[src/rtl/lcd_pkg.sv]
// Shared encodings for the AXI-Stream test-pattern generator: FSM states,
// pattern modes and the eight colour-bar constants.
package lcd_pkg;

  typedef enum logic [1:0] {
    ST_IDLE   = 2'd0,
    ST_ACTIVE = 2'd1,
    ST_GAP    = 2'd2
  } state_e;

  typedef enum logic [1:0] {
    MODE_COUNTER = 2'd0,
    MODE_BARS    = 2'd1,
    MODE_CHECK   = 2'd2,
    MODE_SOLID   = 2'd3
  } mode_e;

  localparam logic [23:0] BAR_WHITE   = 24'hFFFFFF;
  localparam logic [23:0] BAR_YELLOW  = 24'hFFFF00;
  localparam logic [23:0] BAR_CYAN    = 24'h00FFFF;
  localparam logic [23:0] BAR_GREEN   = 24'h00FF00;
  localparam logic [23:0] BAR_MAGENTA = 24'hFF00FF;
  localparam logic [23:0] BAR_RED     = 24'hFF0000;
  localparam logic [23:0] BAR_BLUE    = 24'h0000FF;
  localparam logic [23:0] BAR_BLACK   = 24'h000000;

  function automatic logic [23:0] bar_colour(input logic [2:0] idx);
    case (idx)
      3'd0:    return BAR_WHITE;
      3'd1:    return BAR_YELLOW;
      3'd2:    return BAR_CYAN;
      3'd3:    return BAR_GREEN;
      3'd4:    return BAR_MAGENTA;
      3'd5:    return BAR_RED;
      3'd6:    return BAR_BLUE;
      default: return BAR_BLACK;
    endcase
  endfunction

endpackage

[src/rtl/axis_pattern_pixel.sv]
// Combinational pixel generator: maps (x, y) and the frame's latched
// mode/colour to either a linear pixel index or a 24-bit RGB value.
module axis_pattern_pixel
  import lcd_pkg::*;
#(
  parameter int DATA_W     = 32,
  parameter int H_ACTIVE   = 480,
  parameter int CHECK_LOG2 = 4,
  parameter int XW         = 9,
  parameter int YW         = 9
) (
  input  logic [XW-1:0]     x,
  input  logic [YW-1:0]     y,
  input  mode_e             mode,
  input  logic [23:0]       rgb,
  output logic [DATA_W-1:0] pix
);

  localparam int LW    = XW + YW;
  // The last bar absorbs the remainder, so the index is clamped to 7.
  localparam int BAR_W = (H_ACTIVE >= 8) ? H_ACTIVE / 8 : 1;

  logic [LW-1:0] lin;
  logic [31:0]   bar_raw;
  logic [2:0]    bar_idx;
  logic [XW-1:0] x_sq;
  logic [YW-1:0] y_sq;
  logic [23:0]   colour;

  always_comb begin
    lin     = LW'(y) * LW'(H_ACTIVE) + LW'(x);
    bar_raw = 32'(x) / 32'(BAR_W);
    bar_idx = (bar_raw > 32'd7) ? 3'd7 : bar_raw[2:0];
    x_sq    = x >> CHECK_LOG2;
    y_sq    = y >> CHECK_LOG2;
    case (mode)
      MODE_BARS:  colour = bar_colour(bar_idx);
      MODE_CHECK: colour = (x_sq[0] ^ y_sq[0]) ? 24'h000000 : 24'hFFFFFF;
      default:    colour = rgb;
    endcase
    pix = (mode == MODE_COUNTER) ? DATA_W'(lin) : DATA_W'(colour);
  end

endmodule

[src/rtl/axis_pattern_gen.sv]
// AXI-Stream video test-pattern source: emits H_ACTIVE x V_ACTIVE frames with
// tuser on the first pixel, tlast per line and optional idle gaps between lines.
module axis_pattern_gen
  import lcd_pkg::*;
#(
  parameter int DATA_W     = 32,
  parameter int H_ACTIVE   = 480,
  parameter int V_ACTIVE   = 272,
  parameter int LINE_GAP   = 0,
  parameter int CHECK_LOG2 = 4
) (
  input  logic              clk,
  input  logic              rst,
  input  logic              enable,
  input  logic [1:0]        mode,
  input  logic [23:0]       solid_rgb,
  output logic [DATA_W-1:0] axis_tdata,
  output logic              axis_tvalid,
  input  logic              axis_tready,
  output logic              axis_tuser,
  output logic              axis_tlast,
  output logic [15:0]       frame_cnt,
  output logic              busy
);

  localparam int XW = (H_ACTIVE > 1) ? $clog2(H_ACTIVE) : 1;
  localparam int YW = (V_ACTIVE > 1) ? $clog2(V_ACTIVE) : 1;
  localparam int GW = (LINE_GAP > 1) ? $clog2(LINE_GAP) : 1;

  state_e            state_q, state_d;
  logic [XW-1:0]     x_q, x_d;
  logic [YW-1:0]     y_q, y_d;
  mode_e             mode_q, mode_d;
  logic [23:0]       rgb_q, rgb_d;
  logic [GW-1:0]     gap_q, gap_d;
  logic [15:0]       frame_cnt_q, frame_cnt_d;
  logic              tvalid_q, tvalid_d;
  logic [DATA_W-1:0] tdata_q, tdata_d;
  logic              tuser_q, tuser_d;
  logic              tlast_q, tlast_d;
  logic              busy_q, busy_d;
  logic [DATA_W-1:0] pix;

  logic xfer, last_x, last_y, line_done, frame_done, start;

  assign xfer       = tvalid_q && axis_tready;
  assign last_x     = (x_q == XW'(H_ACTIVE - 1));
  assign last_y     = (y_q == YW'(V_ACTIVE - 1));
  assign line_done  = xfer && last_x;
  assign frame_done = line_done && last_y;
  // A frame starts when pixel (0,0) is about to be loaded; mode/colour latch here.
  assign start      = ((state_q == ST_IDLE) && enable) || frame_done;

  always_ff @(posedge clk or posedge rst) begin
    if (rst) state_q <= ST_IDLE;
    else     state_q <= state_d;
  end

  always_comb begin
    state_d = state_q;
    case (state_q)
      ST_IDLE:   if (enable) state_d = ST_ACTIVE;
      ST_ACTIVE: if (line_done) begin
        if (frame_done && !enable) state_d = ST_IDLE;
        else if (LINE_GAP > 0)     state_d = ST_GAP;
      end
      ST_GAP:    if (gap_q == GW'(LINE_GAP - 1)) state_d = ST_ACTIVE;
      default:   state_d = ST_IDLE;
    endcase
  end

  always_comb begin
    x_d         = x_q;
    y_d         = y_q;
    mode_d      = mode_q;
    rgb_d       = rgb_q;
    gap_d       = '0;
    frame_cnt_d = frame_cnt_q;
    if (line_done) begin
      x_d = '0;
      y_d = last_y ? '0 : y_q + 1'b1;
      if (last_y) frame_cnt_d = frame_cnt_q + 16'd1;
    end else if (xfer) begin
      x_d = x_q + 1'b1;
    end
    if (start) begin
      mode_d = mode_e'(mode);
      rgb_d  = solid_rgb;
    end
    if (state_q == ST_GAP) gap_d = gap_q + 1'b1;
  end

  axis_pattern_pixel #(
    .DATA_W    (DATA_W),
    .H_ACTIVE  (H_ACTIVE),
    .CHECK_LOG2(CHECK_LOG2),
    .XW        (XW),
    .YW        (YW)
  ) u_pixel (
    .x   (x_d),
    .y   (y_d),
    .mode(mode_d),
    .rgb (rgb_d),
    .pix (pix)
  );

  // Outputs are computed from next-state values so every port comes from a flop.
  always_comb begin
    tvalid_d = (state_d == ST_ACTIVE);
    tdata_d  = tvalid_d ? pix : tdata_q;
    tuser_d  = tvalid_d && (x_d == '0) && (y_d == '0);
    tlast_d  = tvalid_d && (x_d == XW'(H_ACTIVE - 1));
    busy_d   = (state_d != ST_IDLE);
  end

  always_ff @(posedge clk or posedge rst) begin
    if (rst) begin
      x_q         <= '0;
      y_q         <= '0;
      mode_q      <= MODE_COUNTER;
      rgb_q       <= '0;
      gap_q       <= '0;
      frame_cnt_q <= '0;
      tvalid_q    <= 1'b0;
      tdata_q     <= '0;
      tuser_q     <= 1'b0;
      tlast_q     <= 1'b0;
      busy_q      <= 1'b0;
    end else begin
      x_q         <= x_d;
      y_q         <= y_d;
      mode_q      <= mode_d;
      rgb_q       <= rgb_d;
      gap_q       <= gap_d;
      frame_cnt_q <= frame_cnt_d;
      tvalid_q    <= tvalid_d;
      tdata_q     <= tdata_d;
      tuser_q     <= tuser_d;
      tlast_q     <= tlast_d;
      busy_q      <= busy_d;
    end
  end

  assign axis_tdata  = tdata_q;
  assign axis_tvalid = tvalid_q;
  assign axis_tuser  = tuser_q;
  assign axis_tlast  = tlast_q;
  assign frame_cnt   = frame_cnt_q;
  assign busy        = busy_q;

endmodule

[config.mk]
export PLATFORM = sky130hd
export DESIGN_NAME = axis_pattern_gen
export DESIGN_NICKNAME = d
export VERILOG_FILES = /design/src/rtl/lcd_pkg.sv /design/src/rtl/axis_pattern_pixel.sv /design/src/rtl/axis_pattern_gen.sv
export SDC_FILE = /design/constraint.sdc
export NUM_CORES = 1
export LEC_CHECK = 0
export CAP_MARGIN = 5
export CORE_ASPECT_RATIO = 1.2
export CORE_UTILIZATION = 45
export CTS_BUF_LIST = sky130_fd_sc_hd__clkbuf_8
export DETAILED_ROUTE_END_ITERATION = 10
export PLACE_DENSITY = 0.74
export SETUP_SLACK_MARGIN = 0.05
export SYNTH_ARGS = -nofsm -noshare
export SYNTH_HDL_FRONTEND = slang
export SYNTH_SLANG_ARGS = --single-unit
[constraint.sdc]
create_clock -name clk -period 6.2 [get_ports clk]
set_clock_uncertainty 0.2 [all_clocks]
set_input_delay 0.93 -clock clk [delete_from_list [all_inputs] [get_ports clk]]
set_output_delay 0.93 -clock clk [all_outputs]
set_load 0.005 [all_outputs]
After elaboration in Yosys (flattened, before gate mapping):

Cells that the tools add are included.

* register bits: 99
* input bits: 30
* output and inout port bits: 52
* logic and storage cells: 69

* add/sub/neg operators: 5
* $mul: 1
* divide/modulo/power cells: 1
* $lt $le $gt $ge: 1
* eq/ne operators: 14
* multiplexer cells: 17
* bitwise operators: 1
* reduce and logical (&&, ||, !) cells: 17

Operator list (count)
* case mux 24 bit (7 select lines): 1
* 2-to-1 mux 24 bit: 3
* case mux 24 bit (2 select lines): 1
* 2-to-1 mux 9 bit: 4
* divider 9 x 6 -> 32 bit, second input constant: 1
* > comparator 32 x 3 -> 1 bit, second input constant: 1
* == test 9 bit, second input constant: 3
* adder 18 x 9 -> 18 bit: 1
* adder 9 x 1 -> 9 bit, second input constant: 2
* logical NOT 9 bit: 2
* adder 16 x 1 -> 16 bit, second input constant: 1
* multiplier 9 x 4 -> 13 bit, second input constant: 1
* 2-to-1 mux 2 bit: 5
* == test 3 bit, second input constant: 3
* logical AND 1 bit: 8
* == test 2 x 1 -> 1 bit, second input constant: 3
* == test 3 x 2 -> 1 bit, second input constant: 2
* case mux 2 bit (3 select lines): 1
* == test 2 bit, second input constant: 2
* logical NOT 2 bit: 2
* == test 3 x 1 -> 1 bit, second input constant: 1
* logical NOT 3 bit: 1
* 2-to-1 mux 3 bit: 1
* AND reduction 2 bit: 1
* 6 further kinds: 6

Depth between registers and ports, before layout:

Gate-level depths: netlist (run 1).

* word-level depth: 10
* gate-level depth with buffers: 19
* mapped depth without buffers: 19

Hierarchy:

From an unflattened synthesis (run 1), not the netlist that was laid out.

* cell total of the unflattened synthesis: 641
* area, all modules: 6785.3 um^2

By module, submodules not included
* axis_pattern_gen: instances 1, cells each 332, area an instance 4354.2 um^2, sequential area each 2477.4 um^2
* axis_pattern_pixel: instances 1, cells each 309, area an instance 2431.1 um^2, sequential area each 0.0 um^2

Least setup slack after synthesis (run 1):

Ideal clock, no wire load.

* path type: input -> register
* start point: input axis_tready
* end point: register tdata_q[17], in the netlist axis_tdata[17]
* library setup time: 0.094 ns
* data arrival time: 5.396 ns
* data required time: 5.906 ns
* slack: 0.510 ns
* cell stages on the path: 18
* path buffers: 0
* cells stage by stage: nand4_1 -> nor4_4 -> nand2_1 -> xor2_1 -> inv_1 -> fa_1 -> inv_1 -> fa_1 -> fa_1 -> inv_1 -> ha_1 -> o21ai_0 -> a2111oi_0 -> and3_1 -> and4bb_2 -> nand4b_1 -> xnor2_1 -> a211oi_1

* elaborated cells between the ends (all ways): 34
* those cells by class: add/sub (1); mul (1); div (1); order compare (1); eq/ne (9); mux (13); bitwise (1); reduce/logical (7)

RTL lines
* start: declaration: line axis_pattern_gen.sv:19 `input logic axis_tready,`
* logical AND 1 bit: line axis_pattern_gen.sv:46 `assign xfer = tvalid_q && axis_tready;`
* logical AND 1 bit: line axis_pattern_gen.sv:49 `assign line_done = xfer && last_x;`
* 2-to-1 mux 9 bit: line axis_pattern_gen.sv:79 `if (line_done) begin`
* net u_pixel.y[2]: line axis_pattern_pixel.sv:13 `input logic [YW-1:0] y,`
* multiplier 9 x 4 -> 13 bit: line axis_pattern_pixel.sv:31 `lin = LW'(y) * LW'(H_ACTIVE) + LW'(x);`
* adder 18 x 9 -> 18 bit: line axis_pattern_pixel.sv:31
* 2-to-1 mux 24 bit: line axis_pattern_pixel.sv:41 `pix = (mode == MODE_COUNTER) ? DATA_W'(lin) : DATA_W'(colour);`
* end signal: assignment: line axis_pattern_gen.sv:137 `tdata_q <= tdata_d;`
* end: declaration: line axis_pattern_gen.sv:38 `logic [DATA_W-1:0] tdata_q, tdata_d;`

The timed path passes the listed nets, and every way through them passes these cells.
A chain may end at the register's enable or synchronous reset.

Worst setup path after layout (run 1):

Same ends and word-level chain as after synthesis.

==> results of run 1 <==
## where the power goes
group / internal, mW / leakage (nW) / switching [mW]
registers: 0.648 / 1.18 / 0.0605
logic: 0.174 / 1.98 / 0.227
clock network: 0.164 / 0.0962 / 0.232
## Yosys cell counts, types with 6 or more instances
| cell type | number | area share |
|---|---|---|
| dfrtp_1 | 91 | 0.39 |
| nand2_1 | 46 | 0.029 |
| inv_1 | 36 | 0.023 |
| nor2_1 | 32 | 0.020 |
| ha_1 | 31 | 0.066 |
| o21ai_0 | 29 | 0.025 |
| a21oi_1 | 25 | 0.021 |
| mux2_2 | 25 | 0.048 |
| xnor2_1 | 25 | 0.037 |
| nand3_1 | 19 | 0.016 |
| fa_1 | 16 | 0.054 |
| a211oi_1 | 13 | 0.017 |
| xor2_1 | 12 | 0.018 |
| mux2i_1 | 11 | 0.019 |
| clkbuf_1 | 10 | 0.0064 |
| nand4_1 | 10 | 0.011 |
| o221ai_1 | 9 | 0.013 |
| and3_1 | 8 | 0.0085 |
| buf_4 | 8 | 0.010 |
| o211ai_1 | 8 | 0.010 |
| nor3_1 | 6 | 0.0051 |
## cell type report
type,instances,area (µm²)
tap,164,205.2
fill,1142,5624
inverter,39,152.6
clock buffer,10,137.6
timing repair buffer,97,910.9
clock inverter,6,58.81
sequential,91,2277
multi-input combinational,436,3358
## path summary, 6_finish.rpt
path | startpoint | end | slack (ps) | cells after the start
max | axis_tready | axis_tdata[17] | 310 | 20
min | gap_q | gap_q | 270 | 1
max reg2reg | x_q[0] | axis_tdata[17] | 680 | 20
min reg2reg | gap_q | gap_q | 270 | 1
max in group asynchronous | rst | y_q[0] | 3950 | 3
min in group asynchronous | rst | rgb_q[23] | 760 | 2
## per-stage QoR
step | hold slack [ps] | worst slack (ps) | cells
floorplan | 232.8 | 509.7 | 590
CTS | 267.7 | 190.2 | 842
global placement | 244.1 | 40.56 | 826
global route | 290.5 | 53.81 | 843
detailed placement | 252.9 | -185.7 | 826
finish | 267.8 | 310.7 | 843
## routing by layer
metal | share of wire | GRT usage | vias up
li1 | - | - | 2266
met4 | 0.025 | 0.07843 | 0
met2 | 0.52 | 0.4083 | 101
met5 | 0 | 0 | -
met1 | 0.42 | 0.2794 | 2366
met3 | 0.036 | 0.04031 | 27
## cells in the final DEF, fill, tap and decap left out, types with 11 or more instances in the layout
cell             netlist  final
nor2_1                32     32
xnor2_1               25     25
nand3_1               19     19
inv_1                 36     35
fa_1                  16     16
xor2_1                12     12
dfrtp_1               91     91
mux2i_1               11     11
buf_4                  8     24
clkdlybuf4s50_1        0     73
a21oi_1               25     24
o21ai_0               29     28
ha_1                  31     30
mux2_2                25     25
a211oi_1              13     12
nand2_1               46     46
## state kept, by name, summed over array words and instances, names as in the netlist
| name | count |
|---|---|
| state_q | 2 |
| frame_cnt | 16 |
| busy | 1 |
| axis_tuser | 1 |
| axis_tlast | 1 |
| axis_tvalid | 1 |
| axis_tdata | 24 |
| x_q | 9 |
| gap_q | 1 |
| rgb_q | 24 |
| y_q | 9 |
| mode_q | 2 |
## logic make-up after synthesis
family,after synthesis,share of synthesized area
other cells,1,0.0006371
simple gates,181,0.1728
mux,36,0.06654
xor+xnor,37,0.05506
compound gates,127,0.1478
fa+ha+maj,47,0.1203
buf+inv,63,0.04996
flops,91,0.3869
## what timing repair did
item	4_1_cts	5_1_grt
setup buffers	0	1
endpoints found under the hold margin	0	0
setup endpoints to repair	0	3
gates resized for setup	0	5
==> flow_metrics.tcl, run 1 <==
set metrics [dict create \
    status "complete, no violations" \
    core-area_mm2 0.01272 \
    antenna_found_initial 0 \
    grt_pass1_vias 4881 \
    drtIter0Drc 341 \
    worst-path-buf-inv 5 \
    antenna_left 0 \
    rows 45 \
    vias 4760 \
    final_max_slew_viol_count 0 \
    grt_pass1_wl_um 24400 \
    critPathMaxFanout 5 \
    min_period_over_period 0.9499 \
    synth_edf_count 0 \
    min_path_type "reg -> reg" \
    crit_path_start_kind "primary input" \
    routed_wl_um 14430 \
    final-setup-viol-count 0 \
    initial_core_util 0.4625 \
    cts_buffers 9 \
    die_area_mm2 0.01354 \
    p_per_area_mw_per_mm2 212.1 \
    syn2layout_area_growth_pct 20.64 \
    finalPower_mw 1.506 \
    clk_pin_slew_ps 90 \
    dieHeight_um 127.3 \
    crit_slowest_cell "fa_1" \
    path_cells "clkdlybuf4s50_1 -> nand4_1 -> nor4_4 -> buf_4 -> nand2_1 -> xor2_1 -> inv_1 -> fa_1 -> inv_1 -> fa_1 -> fa_1 -> inv_1 -> ha_1 -> o21ai_0 -> a2111oi_2 -> and3_1 -> and4bb_2 -> nand4b_1 -> xnor2_1 -> a211oi_2" \
    critPathKind "in -> reg" \
    relSlewSlack 0.3802 \
    syn_area_per_cell_um2 10.10 \
    crit_required_ps 6300 \
    fin_tns_setup_ps 0 \
    synth_cell_types 79 \
    final_util 0.5580 \
    drt_first_pass_iters 6 \
    ys_ff_latch 91 \
    grt_usage 0.2297 \
    root_buffer "clkbuf_8" \
    critPathTopFamily "adder cells" \
    fmax_ghz 0.1698 \
    period_needed_ps 5889 \
    port_buffers 73 \
    power.leakage_nw 3.256 \
    yosysWarnings 0 \
    post_route_cells_drive_above_1_share 0.1487 \
    synthFlopType "dfrtp_1" \
    n_antenna_cell 0 \
    synth-async-reset-ratio 1.000 \
    io_pins 82 \
    ctsHoldBuffers 0 \
    yosysSeqAreaShare 0.3869 \
    grt_max_degree 50 \
    cts_tree "yes" \
    cp-end-kind "flop" \
    h-tree-depth 3 \
    die_w_um 106.4 \
    netlist_area_mm2 0.005886 \
    worst_slew_pin_slew_ps 929.7 \
    worstPathArrival_ps 5990 \
    overflow 0 \
    clock_latency_ps 370 \
    gp_congestion 0.8645 \
    slowest_delay_ps 540 \
    cts_sinks 91 \
    dpl.hpwl_um 11030 \
    ir_drop_v 0.0001072 \
    drc 0 \
    post_drt_via_cell_ratio 5.647 \
    rsz0062_at_grt "no" \
    wire_per_inst_um 17.12 \
    drv_cap 0 \
    syn_inst 583 \
    place_area_mm2 0.006883 \
    hold_viol 0 \
    nets 751 \
    fin_area_mm2 0.007101 \
    cts_buffer_depth 2 \
]
(Power assumes the default switching activity.)
==> run 2: changes to the inputs <==
Settings changed: ABC_CLOCK_PERIOD_IN_PS set to 7100.
Clock period 6.2 ns to 7.1 ns, I/O delays scaled along.
==> flow_metrics.tcl, run 2 (synthesized netlist as in run 1, its figures left out) <==
set metrics [dict create \
    worst_slew_pin_slew_ps 1127 \
    port_buffers 73 \
    postCtsResizedCells 0 \
    critPathKind "in -> reg" \
    drt_first_pass_iters 4 \
    cts_buffers 9 \
    n_fill_cell 1136 \
    worstPathArrival_ps 6330 \
    period_needed_ps 6311 \
    die_area_mm2 0.01354 \
    ctsHoldBuffers 0 \
    routed_wl_um 14030 \
    post_route_cells_drive_above_1_share 0.1237 \
    n_antenna_cell 0 \
    fin_cells 827 \
    cts_sinks 91 \
    status "complete, no violations" \
    setup_ws_ps 789.1 \
    finalPower_mw 1.307 \
    drtIter0Drc 300 \
    rsz0062_at_grt "no" \
    wire_per_inst_um 16.97 \
    initial_core_util 0.4625 \
    place_area_mm2 0.006770 \
    fin_area_mm2 0.006964 \
    place_ws_ps 415.0 \
    clk_pin_slew_ps 100 \
    drv_cap 0 \
    final-setup-viol-count 0 \
    grt_pass1_wl_um 23520 \
    syn2layout_area_growth_pct 18.32 \
    r2r_cells 19 \
    clock_latency_ps 360 \
    overflow 0 \
    drc 0 \
    critPathMaxFanout 8 \
    dieHeight_um 127.3 \
    min_period_over_period 0.8889 \
    relSlewSlack 0.2486 \
    crit_path_start_kind "primary input" \
    rows 45 \
    cp-end-kind "flop" \
    post_drt_via_cell_ratio 5.698 \
    crit_required_ps 7120 \
    h-tree-depth 3 \
    antenna_found_initial 0 \
    final_util 0.5473 \
    nets 735 \
    timing.hold.ws_ps 283.3 \
    root_buffer "clkbuf_8" \
    fin_tns_setup_ps 0 \
    min_path_type "reg -> reg" \
    cts_tree "yes" \
    vias 4712 \
    layout_commonest_cell "dfrtp_1" \
    dp_cells 811 \
    ir_drop_v 0.00008439 \
    grt_max_degree 92 \
    power.leakage_nw 3.177 \
    hold_viol 0 \
    p_per_area_mw_per_mm2 187.7 \
    core-area_mm2 0.01272 \
    die_w_um 106.4 \
    min_path_cells 1 \
    layout_common_cells "91 x dfrtp_1, 73 x clkdlybuf4s50_1, 46 x nand2_1" \
    io_pins 82 \
    final_max_slew_viol_count 0 \
    dpl.hpwl_um 10750 \
    fmax_ghz 0.1585 \
    cts_buffer_depth 2 \
    post_cts_buffers 0 \
    grt_pass1_vias 4783 \
    antenna_left 0 \
    grt_usage 0.2210 \
    gp_congestion 0.8615 \
]
run 2: final timing paths:
kind                                from             end  slack, ps
min in group asynchronous            rst   frame_cnt[13]       1170
max in group asynchronous            rst    frame_cnt[3]       4800
min reg2reg                frame_cnt[15]   frame_cnt[15]        280
max reg2reg                       x_q[0]  axis_tdata[15]       1340
max                          axis_tready  axis_tdata[15]        790
min                        frame_cnt[15]   frame_cnt[15]        280
run 2: layout make-up:
cell class / count / area, µm² / area share
clock inverter: 5 / 42.54 / 0.006109
inverter: 39 / 152.6 / 0.02192
tap: 164 / 205.2 / 0.02946
timing repair buffer: 81 / 790.8 / 0.1135
clock buffer: 11 / 151.4 / 0.02174
sequential: 91 / 2277 / 0.3270
multi-input combinational: 436 / 3344 / 0.4802
run 2: layer usage:
metal / part of all wire / vias to the layer above / global-route usage
li1: - / 2236 / -
met2: 0.52 / 114 / 0.3969
met3: 0.037 / 29 / 0.02449
met1: 0.41 / 2333 / 0.2619
met5: 0 / - / 0
met4: 0.028 / 0 / 0.1062
run 2: worst max-delay path, cell delays in order:
cell,delay [ps]
clkdlybuf4s50_1,600
nand4_1,280
nor4_4,370
buf_4,210
and3_1,180
and2_1,150
xnor2_1,200
inv_1,230
fa_1,550
fa_1,420
ha_1,390
or3b_2,230
o211ai_1,80
or3b_2,510
and3_1,220
and4bb_2,240
a21o_1,160
a21oi_1,150
o31ai_1,80
run 2: power by group:
| group | switching [mW] | internal (mW) | total [mW] |
|---|---|---|---|
| registers | 0.0543 | 0.566 | 0.621 |
| logic | 0.195 | 0.151 | 0.346 |
| clock network | 0.190 | 0.150 | 0.340 |
